===== src/rtl/addr_bus_unit_pkg.sv =====
// Shared definitions for the address-bus output unit: FSM states, pin-source
// encodings and the default bus widths used by the core's ADL/ADH buses.
package addr_bus_unit_pkg;

  localparam int AB_AW = 16;
  localparam int AB_LW = 8;

  typedef enum logic [1:0] {
    ST_IDLE    = 2'd0,
    ST_OWN     = 2'd1,
    ST_RESTORE = 2'd2
  } ab_state_e;

  typedef enum logic {
    SRC_CPU = 1'b0,
    SRC_DMA = 1'b1
  } ab_src_e;

endpackage


===== src/rtl/addr_bus_unit_if.sv =====
// Bus bundle between the core (ADL/ADH, load/increment strobes), the DMA
// channel and the address-bus unit that drives the pins.
interface addr_bus_unit_if
  import addr_bus_unit_pkg::*;
#(
  parameter int AW = AB_AW,
  parameter int LW = AB_LW
);

  logic [LW-1:0]    adl;
  logic [AW-LW-1:0] adh;
  logic             adl_abl;
  logic             adh_abh;
  logic             ab_inc;
  logic             dma_req;
  logic [AW-1:0]    dma_addr;
  logic             dma_ack;
  logic [AW-1:0]    ab_out;
  logic             ab_src;

  modport master (
    output adl, adh, adl_abl, adh_abh, ab_inc, dma_req, dma_addr,
    input  dma_ack, ab_out, ab_src
  );

  modport slave (
    input  adl, adh, adl_abl, adh_abh, ab_inc, dma_req, dma_addr,
    output dma_ack, ab_out, ab_src
  );

endinterface


===== src/rtl/addr_bus_unit_ab_half_reg.sv =====
// One half of an address register: force-set, parallel load, or increment
// gated by a carry-in; exposes its next value and its carry-out.
module ab_half_reg #(
  parameter int           W       = 8,
  parameter logic [W-1:0] RST_VAL = '0
) (
  input  logic         clk,
  input  logic         res,
  input  logic         en,
  input  logic         set,
  input  logic [W-1:0] set_val,
  input  logic         load,
  input  logic [W-1:0] d,
  input  logic         inc,
  input  logic         cin,
  output logic [W-1:0] q,
  output logic [W-1:0] nxt,
  output logic         cout
);

  // Set beats load, load beats increment; cin gates the increment so the
  // high half only counts on a low-half wrap.
  always_comb begin
    nxt = q;
    if (set) begin
      nxt = set_val;
    end else if (load) begin
      nxt = d;
    end else if (inc && cin) begin
      nxt = q + W'(1);
    end
  end

  assign cout = inc & cin & (&q);

  always_ff @(posedge clk) begin
    if (res) begin
      q <= RST_VAL;
    end else if (en) begin
      q <= nxt;
    end
  end

endmodule


===== src/rtl/addr_bus_unit.sv =====
// Address-bus output unit: CPU address register with a shadow copy that keeps
// tracking CPU updates while a DMA channel owns the pins.
module addr_bus_unit
  import addr_bus_unit_pkg::*;
#(
  parameter int            AW         = AB_AW,
  parameter int            LW         = AB_LW,
  parameter int            CARRY_PROP = 0,
  parameter logic [AW-1:0] RESET_VAL  = '0
) (
  input  logic            clk,
  input  logic            res,
  input  logic            phi1_en,
  addr_bus_unit_if.slave  bus
);

  localparam int HW = AW - LW;

  ab_state_e state, next_state;

  logic          cpu_inc;
  logic          ab_set;
  logic [AW-1:0] ab_set_val;

  logic [LW-1:0] ab_lo_q, ab_lo_nxt, sh_lo_q, sh_lo_nxt;
  logic [HW-1:0] ab_hi_q, ab_hi_nxt, sh_hi_q, sh_hi_nxt;
  logic          ab_lo_c, ab_hi_c, sh_lo_c, sh_hi_c;
  logic          ab_hi_cin, sh_hi_cin;
  logic          unused_bits;

  // Any explicit load cancels the increment for both halves.
  assign cpu_inc   = bus.ab_inc & ~(bus.adl_abl | bus.adh_abh);
  assign ab_hi_cin = (CARRY_PROP != 0) ? ab_lo_c : 1'b0;
  assign sh_hi_cin = (CARRY_PROP != 0) ? sh_lo_c : 1'b0;

  always_ff @(posedge clk) begin
    if (res) begin
      state <= ST_IDLE;
    end else if (phi1_en) begin
      state <= next_state;
    end
  end

  // The pins show the DMA address while owned; leaving OWN puts the shadow's
  // freshly updated value back on the pins in the same edge.
  always_comb begin
    next_state = state;
    ab_set     = 1'b0;
    ab_set_val = bus.dma_addr;
    case (state)
      ST_IDLE, ST_RESTORE: begin
        next_state = ST_IDLE;
        if (bus.dma_req) begin
          next_state = ST_OWN;
          ab_set     = 1'b1;
        end
      end
      ST_OWN: begin
        ab_set = 1'b1;
        if (!bus.dma_req) begin
          next_state = ST_RESTORE;
          ab_set_val = {sh_hi_nxt, sh_lo_nxt};
        end
      end
      default: next_state = ST_IDLE;
    endcase
  end

  ab_half_reg #(.W(LW), .RST_VAL(RESET_VAL[LW-1:0])) u_ab_lo (
    .clk(clk), .res(res), .en(phi1_en),
    .set(ab_set), .set_val(ab_set_val[LW-1:0]),
    .load(bus.adl_abl), .d(bus.adl),
    .inc(cpu_inc), .cin(1'b1),
    .q(ab_lo_q), .nxt(ab_lo_nxt), .cout(ab_lo_c)
  );

  ab_half_reg #(.W(HW), .RST_VAL(RESET_VAL[AW-1:LW])) u_ab_hi (
    .clk(clk), .res(res), .en(phi1_en),
    .set(ab_set), .set_val(ab_set_val[AW-1:LW]),
    .load(bus.adh_abh), .d(bus.adh),
    .inc(cpu_inc), .cin(ab_hi_cin),
    .q(ab_hi_q), .nxt(ab_hi_nxt), .cout(ab_hi_c)
  );

  ab_half_reg #(.W(LW), .RST_VAL(RESET_VAL[LW-1:0])) u_sh_lo (
    .clk(clk), .res(res), .en(phi1_en),
    .set(1'b0), .set_val('0),
    .load(bus.adl_abl), .d(bus.adl),
    .inc(cpu_inc), .cin(1'b1),
    .q(sh_lo_q), .nxt(sh_lo_nxt), .cout(sh_lo_c)
  );

  ab_half_reg #(.W(HW), .RST_VAL(RESET_VAL[AW-1:LW])) u_sh_hi (
    .clk(clk), .res(res), .en(phi1_en),
    .set(1'b0), .set_val('0),
    .load(bus.adh_abh), .d(bus.adh),
    .inc(cpu_inc), .cin(sh_hi_cin),
    .q(sh_hi_q), .nxt(sh_hi_nxt), .cout(sh_hi_c)
  );

  assign bus.ab_out  = {ab_hi_q, ab_lo_q};
  assign bus.dma_ack = (state == ST_OWN);
  assign bus.ab_src  = (state == ST_OWN) ? SRC_DMA : SRC_CPU;

  assign unused_bits = ^{ab_lo_nxt, ab_hi_nxt, ab_hi_c, sh_hi_c, sh_lo_q, sh_hi_q};

endmodule


===== src/flat_wrapper.sv =====
// flat-port wrapper written by rule: the top's interface ports become plain ports
module addr_bus_unit_flat import addr_bus_unit_pkg::*;
#(
  parameter int            AW         = AB_AW,
  parameter int            LW         = AB_LW,
  parameter int            CARRY_PROP = 0,
  parameter logic [AW-1:0] RESET_VAL  = '0
)
  (clk, res, phi1_en, bus_adl, bus_adh, bus_adl_abl, bus_adh_abh, bus_ab_inc, bus_dma_req, bus_dma_addr, bus_dma_ack, bus_ab_out, bus_ab_src);
  addr_bus_unit_if #(.AW(AW), .LW(LW)) bus_i ();
  input  logic clk;
  input  logic res;
  input  logic phi1_en;
  input wire logic [$bits(bus_i.adl)-1:0] bus_adl;
  input wire logic [$bits(bus_i.adh)-1:0] bus_adh;
  input wire logic [$bits(bus_i.adl_abl)-1:0] bus_adl_abl;
  input wire logic [$bits(bus_i.adh_abh)-1:0] bus_adh_abh;
  input wire logic [$bits(bus_i.ab_inc)-1:0] bus_ab_inc;
  input wire logic [$bits(bus_i.dma_req)-1:0] bus_dma_req;
  input wire logic [$bits(bus_i.dma_addr)-1:0] bus_dma_addr;
  output wire logic [$bits(bus_i.dma_ack)-1:0] bus_dma_ack;
  output wire logic [$bits(bus_i.ab_out)-1:0] bus_ab_out;
  output wire logic [$bits(bus_i.ab_src)-1:0] bus_ab_src;
  assign bus_i.adl = bus_adl;
  assign bus_i.adh = bus_adh;
  assign bus_i.adl_abl = bus_adl_abl;
  assign bus_i.adh_abh = bus_adh_abh;
  assign bus_i.ab_inc = bus_ab_inc;
  assign bus_i.dma_req = bus_dma_req;
  assign bus_i.dma_addr = bus_dma_addr;
  assign bus_dma_ack = bus_i.dma_ack;
  assign bus_ab_out = bus_i.ab_out;
  assign bus_ab_src = bus_i.ab_src;
  addr_bus_unit #(.AW(AW), .LW(LW), .CARRY_PROP(CARRY_PROP), .RESET_VAL(RESET_VAL)) u_core (.clk(clk), .res(res), .phi1_en(phi1_en), .bus(bus_i));
endmodule

===== config.mk =====
export PLATFORM = sky130hd
export DESIGN_NAME = addr_bus_unit_flat
export DESIGN_NICKNAME = d
export VERILOG_FILES = /design/src/rtl/addr_bus_unit_pkg.sv /design/src/rtl/addr_bus_unit_if.sv /design/src/rtl/addr_bus_unit_ab_half_reg.sv /design/src/rtl/addr_bus_unit.sv /design/src/flat_wrapper.sv
export SDC_FILE = /design/constraint.sdc
export NUM_CORES = 1
export LEC_CHECK = 0
export BUFFER_PORTS_ARGS = -buffer_cell sky130_fd_sc_hd__buf_2
export CELL_PAD_IN_SITES_DETAIL_PLACEMENT = 1
export CELL_PAD_IN_SITES_GLOBAL_PLACEMENT = 2
export CORE_ASPECT_RATIO = 1.4
export CORE_MARGIN = 5
export CORE_UTILIZATION = 30
export DETAILED_ROUTE_END_ITERATION = 8
export PLACE_DENSITY_LB_ADDON = 0.15
export SETUP_SLACK_MARGIN = 0.3
export SYNTH_ARGS = -nofsm -noshare
export SYNTH_HDL_FRONTEND = slang
export SYNTH_SLANG_ARGS = --single-unit
export TNS_END_PERCENT = 20

===== constraint.sdc =====
create_clock -name clk -period 4.01 [get_ports clk]
set_clock_uncertainty 0.05 [all_clocks]
set_input_delay 0.401 -clock clk [delete_from_list [all_inputs] [get_ports clk]]
set_output_delay 0.401 -clock clk [all_outputs]
set_load 0.01 [all_outputs]

## After elaboration in Yosys (flattened, before gate mapping)

Cells that the tools add are included.

- Input bits: 39
- Bits in registers: 34

- Multiplexer cells: 16
- Add/subtract/negate cells: 2
- Eq/ne operators: 3
- Reductions and logical operators: 7
- Bitwise operators: 3

Operator list:

| cell | number |
|---|---|
| $mux 8 | 8 |
| $mux 16 | 2 |
| $add 8x1->8 const B | 2 |
| $reduce_and 2->1 | 3 |
| $pmux 2 s2 | 1 |
| $mux 1 | 3 |
| $reduce_bool 3->1 | 1 |
| $eq 2x1->1 const B | 1 |
| $eq 2x2->1 const B | 1 |
| $logic_not 2->1 | 1 |
| $mux 2 | 1 |
| $ne 2x2->1 const B | 1 |
| $pmux 1 s2 | 1 |
| $reduce_bool 2->1 | 1 |
| $reduce_or 2->1 | 1 |
| $and 1x1->1 | 1 |
| $not 1->1 | 1 |
| $or 1x1->1 | 1 |

## Logic depth before layout (Yosys ltp)

- Depth in word-level cells: 8
- Mapped depth: 7

## Cells and area by module

A second synthesis with hierarchy kept.

- Cell total of the unflattened synthesis: 427
- Area total of the unflattened synthesis: 3188.1 um^2

By module, submodules not included:

| module | cells each | instances | area each (um^2) |
|---|---|---|---|
| ab_half_reg | 98 | 4 | 700.7 |
| addr_bus_unit | 35 | 1 | 385.4 |

## Worst setup path after synthesis

Ideal clock, no wire load.

- Path kind: input port to flip-flop
- Start point: in bus_adl_abl
- End point: reg u_core.u_ab_lo.q[4]
- Slack: 2.388 ns
- Path buffers: 1
- Setup time: 0.074 ns
- Cell stages on the path: 5
- Arrival: 1.498 ns
- Cells stage by stage: or3b_1 > buf_2 > o32ai_1 > o311ai_1 > a31oi_1

- Cells in the longest elaborated chain, start to end: 8
- Elaborated cells between the ends (all ways): 11
- Classes of those cells: mux (6); bitwise (3); reduce/logical (2)

RTL lines:

| item | line | source |
|---|---|---|
| start, declared | flat_wrapper.sv:16 | `input wire logic [$bits(bus_i.adl_abl)-1:0] bus_adl_abl;` |
| $or 1x1->1 | addr_bus_unit.sv:32 | `assign cpu_inc = bus.ab_inc & ~(bus.adl_abl \| bus.adh_abh);` |
| $not 1->1 | addr_bus_unit.sv:32 |  |
| $and 1x1->1 | addr_bus_unit.sv:32 |  |
| $mux 8 | addr_bus_unit_ab_half_reg.sv:29 | `end else if (inc && cin) begin` |
| $mux 8 | addr_bus_unit_ab_half_reg.sv:27 | `end else if (load) begin` |
| $mux 16 | addr_bus_unit.sv:60 | `if (!bus.dma_req) begin` |
| $mux 16 | addr_bus_unit.sv:50 | `case (state)` |
| $mux 8 | addr_bus_unit_ab_half_reg.sv:25 | `if (set) begin` |
| end signal, assigned | addr_bus_unit_ab_half_reg.sv:40 | `q <= nxt;` |
| end, declared | addr_bus_unit_ab_half_reg.sv:16 | `output logic [W-1:0] q,` |

Several ways; a longest one is shown, not always the timed one.
A chain may end at the register's enable or synchronous reset.

## Final worst setup path

- Start point: reg u_core.state[0]
- End point: reg u_core.u_ab_lo.q[3]

- Cells in the longest elaborated chain, start to end: 5
- Elaborated cells between the ends (all ways): 9
- Classes of those cells: eq/ne (2); mux (3); reduce/logical (4)

RTL lines:

| item | line | source |
|---|---|---|
| start, declared | addr_bus_unit.sv:19 | `ab_state_e state, next_state;` |
| start signal, assigned | addr_bus_unit.sv:40 | `state <= next_state;` |
| $eq 2x2->1 or $logic_not 2->1 (tied branches) | addr_bus_unit.sv:50 |  |
| $reduce_or 2->1 | addr_bus_unit.sv:50 |  |
| $pmux 1 s2 | addr_bus_unit.sv:50 |  |
| $reduce_bool 3->1 (no line) | -- |  |
| $reduce_and 2->1 (no line) | -- |  |

Several ways; a longest one is shown, not always the timed one.

==> flow_summary.yaml <==
yosys:
  synth_warnings: 0
  synth-compound-area-share: 0.2753
  yosysSeqAreaShare: 0.3291
  muxShareOfSynthArea: 0.02904
  synthesis.nets: 311
  syn_area_um2: 2068
  async_flop_share: 0
  synth_area_leader_cell: "dfxtp_1"
  netlist_top_cells_count: "34 x dfxtp_1, 32 x nand2_1, 25 x nor2_1"
  synthAdderAreaFrac: 0.01210
  synth_top_cell_area_share: 0.3291
  synth_top_family_by_area: "compound AO/OA/AOI/OAI gates"
  avgSynthCellArea_um2: 7.660
  synth_simple_gate_area_frac: 0.2613
  synth-seq-cells: 34
  synth_cell_types: 47
  synth_edf_count: 0
  syn_inst: 270
  yosysMostFrequentCell: "dfxtp_1"
  synth_xor_area_frac: 0.03811
  ys.flop_type: "dfxtp_1"
  netlist_top_cells_area: "dfxtp_1 33%, a21oi_1 5.8%, nand2_1 5.8%, nor2_1 4.5%, a22oi_1 4.0%"
place:
  hpwl_um: 5330
  pre_cts_slack_ns: 1.432
  gp_congestion: 0.7961
  io_buffers: 56
critical_path:
  reg2reg_setup_slack_ns: 1.51
  startpoint_type: "flop"
  cp_slowest_cell: "a211oi_1"
  path_delay_family: "simple AND/OR/NAND/NOR gates"
  crit_buf_inv: 0
  setup.worst_path.class: "flop to flop"
  crit_path_max_incr_delay_ns: 0.52
  r2r_cells: 5
  rr_endpoint: "u_core.u_ab_lo.q[3]"
  setup.worst_path.end_class: "flop"
  worstPathArrival_ns: 2.59
  path_max_fanout: 15
  path_cells: "nor2b_4 -> or2_1 -> nand2_1 -> a211oi_1 -> nor3_1"
  crit_required_ns: 4.11
  r2r-start: "u_core.state[0]"
global_route:
  overflow: 0
  grt_util_all_layers: 0.1738
  antenna_found_initial: 0
  grt_pass1_vias: 2249
  grt_pass1_wl_um: 11680
  grt_max_degree: 33
layout:
  drive_above_1_share: 0.2102
  nets: 355
  final_core_util: 0.3684
  syn_to_final_growth_pct: 18.57
  antenna_cells: 0
  fill_cells: 871
timing:
  fin_setup_tns_ns: 0
  worst_slew_pin_slew_ns: 1.148
  finalMaxSlewViolations: 0
  fin_crit_sh: 0.6226
  finalHoldViolCount: 0
  max_freq_mhz: 400.6
  slew_headroom: 0.2310
  rsz0062_at_grt: "false"
  final-setup-viol-count: 0
  layout_setup_ws_ns: 1.514
  period_minus_slack_ns: 2.496
clock_network:
  cts_tree: "yes"
  hold_buffers: 0
  h-tree-depth: 2
  cts_resized: 0
  worstSkewPairLatency_ns: 0.29
  clkTransAtPathRegs_ns: 0.07
  numCtsBuffers: 5
  cts-root-buf: "clkbuf_8"
  cts.sinks: 34
  cts_setup_buffers: 0
  cts.path.max_buffers: 2
power:
  switching_share: 0.3161
  p_seq_frac: 0.476
  p_per_area_nw_per_um2: 326.4
  combPwrFrac: 0.212
  clockPowerShare: 0.312
  power_switching_uw: 253.0
  vdd_ir_drop_max_v: 0.0001574
  power_uw: 800.4
  p_leak_nw: 1.005
  internal_power_uw: 547.4
min_path:
  hold_depth: 3
  min_from: "bus_adh[5]"
  min_to: "u_core.u_sh_hi.q[5]"
  hold_path.class: "input pin to flop"
floorplanning:
  fp.dieH_um: 108.2
  ios: 57
  core-area_um2: 6656
  initial_core_util: 0.3107
  die_x_um: 80.18
  die_area_um2: 8678
  rows: 35
drt:
  drt_iter0_markers: 114
  drc: 0
  detail_route.wl_per_cell_um: 17.98
  num_vias: 2165
  viasPerCell: 5.333
  firstDrtPassIters: 4
  ant_nets: 0
  drt-total-wl_um: 7301
outcome:
  outcome: "complete, no violations"
run:
  maxCapViolations: 0
[through the flow]
step           hold WS, ns  instance area, um2  std cells
4_1_cts             0.3386                2452        406
6_report            0.3450                2452        406
5_1_grt             0.3515                2452        406
3_3_place_gp        0.3922                2376        399
2_1_floorplan       0.3864                2068        270
3_5_place_dp        0.4008                2376        399
[placed cells by master, fill, tap and decap left out, types with 4 or more instances in the layout]
cell	n
a21o_1	8
a21oi_1	24
a22oi_1	11
a31oi_1	4
buf_2	56
clkbuf_8	5
dfxtp_1	34
inv_1	7
mux2i_1	6
nand2_1	32
nand2b_1	6
nand3_1	15
nand3b_1	10
nor2_1	25
nor2b_1	6
o21ai_0	11
o21ai_1	4
xor2_1	7
[registers in the layout (all words and copies together), names as in the netlist]
name and flops:
u_core.state 2, u_core.u_ab_hi.q 8, u_core.u_ab_lo.q 8, u_core.u_sh_hi.q 8, u_core.u_sh_lo.q 8
[power groups by stage]
stage	clock, mW	sequential [mW]	combinational [mW]
after CTS	0.256	0.381	0.172
after detailed placement	0	0.388	0.172
final	0.250	0.381	0.170
after global placement	0	0.389	0.171
after global routing	0.271	0.384	0.189
after floorplan	0	0.390	0.103
[worst reg2reg max path: stages, from the launching register on]
cell      delay [ns]
dfxtp_1         0.46
nor2b_4         0.26
or2_1           0.50
nand2_1         0.48
a211oi_1        0.53
nor3_1          0.08
[cell type report]
class | instances | area, um2 | share of cell area
multi-input combinational | 210 | 1274 | 0.5194
sequential | 34 | 680.7 | 0.2776
timing repair buffer | 56 | 280.3 | 0.1143
tap | 92 | 115.1 | 0.04694
clock buffer | 7 | 76.32 | 0.03112
inverter | 7 | 26.28 | 0.01071
[cell families (layout without fill, tap and decap cells)]
logic type                 after synthesis  in the layout
xor gates and xnor gates                 9              9
DFF                                     34             34
adders and majority gates                2              2
and+or+nand+nor                        107            107
buffers and inverters                   26             70
AOI/OAI and AO/OA                       86             86
muxes                                    6              6
[how the worst max path moves through the flow]
stage                          startpoint                   to  slack [ns]  depth (start not counted)
final                     u_core.state[0]  u_core.u_ab_lo.q[3]        1.51                          5
after global routing      u_core.state[0]  u_core.u_ab_lo.q[3]        1.38                          5
after CTS                 u_core.state[0]  u_core.u_ab_lo.q[3]        1.51                          5
after detailed placement      bus_dma_req  u_core.u_ab_lo.q[3]        1.43                          6
after global placement        bus_dma_req  u_core.u_ab_lo.q[3]        1.43                          6
after floorplan               bus_adl_abl  u_core.u_ab_lo.q[4]        2.39                          5
[routing by layer]
layer  up-vias  global-route usage  share of wire
met5         -                   0              0
met4         0             0.06763          0.028
met3        15             0.03167          0.033
met2        54              0.2992           0.50
met1      1031              0.2117           0.44
li1       1065                   -              -
Note: power is estimated with default switching activity, not from simulation.
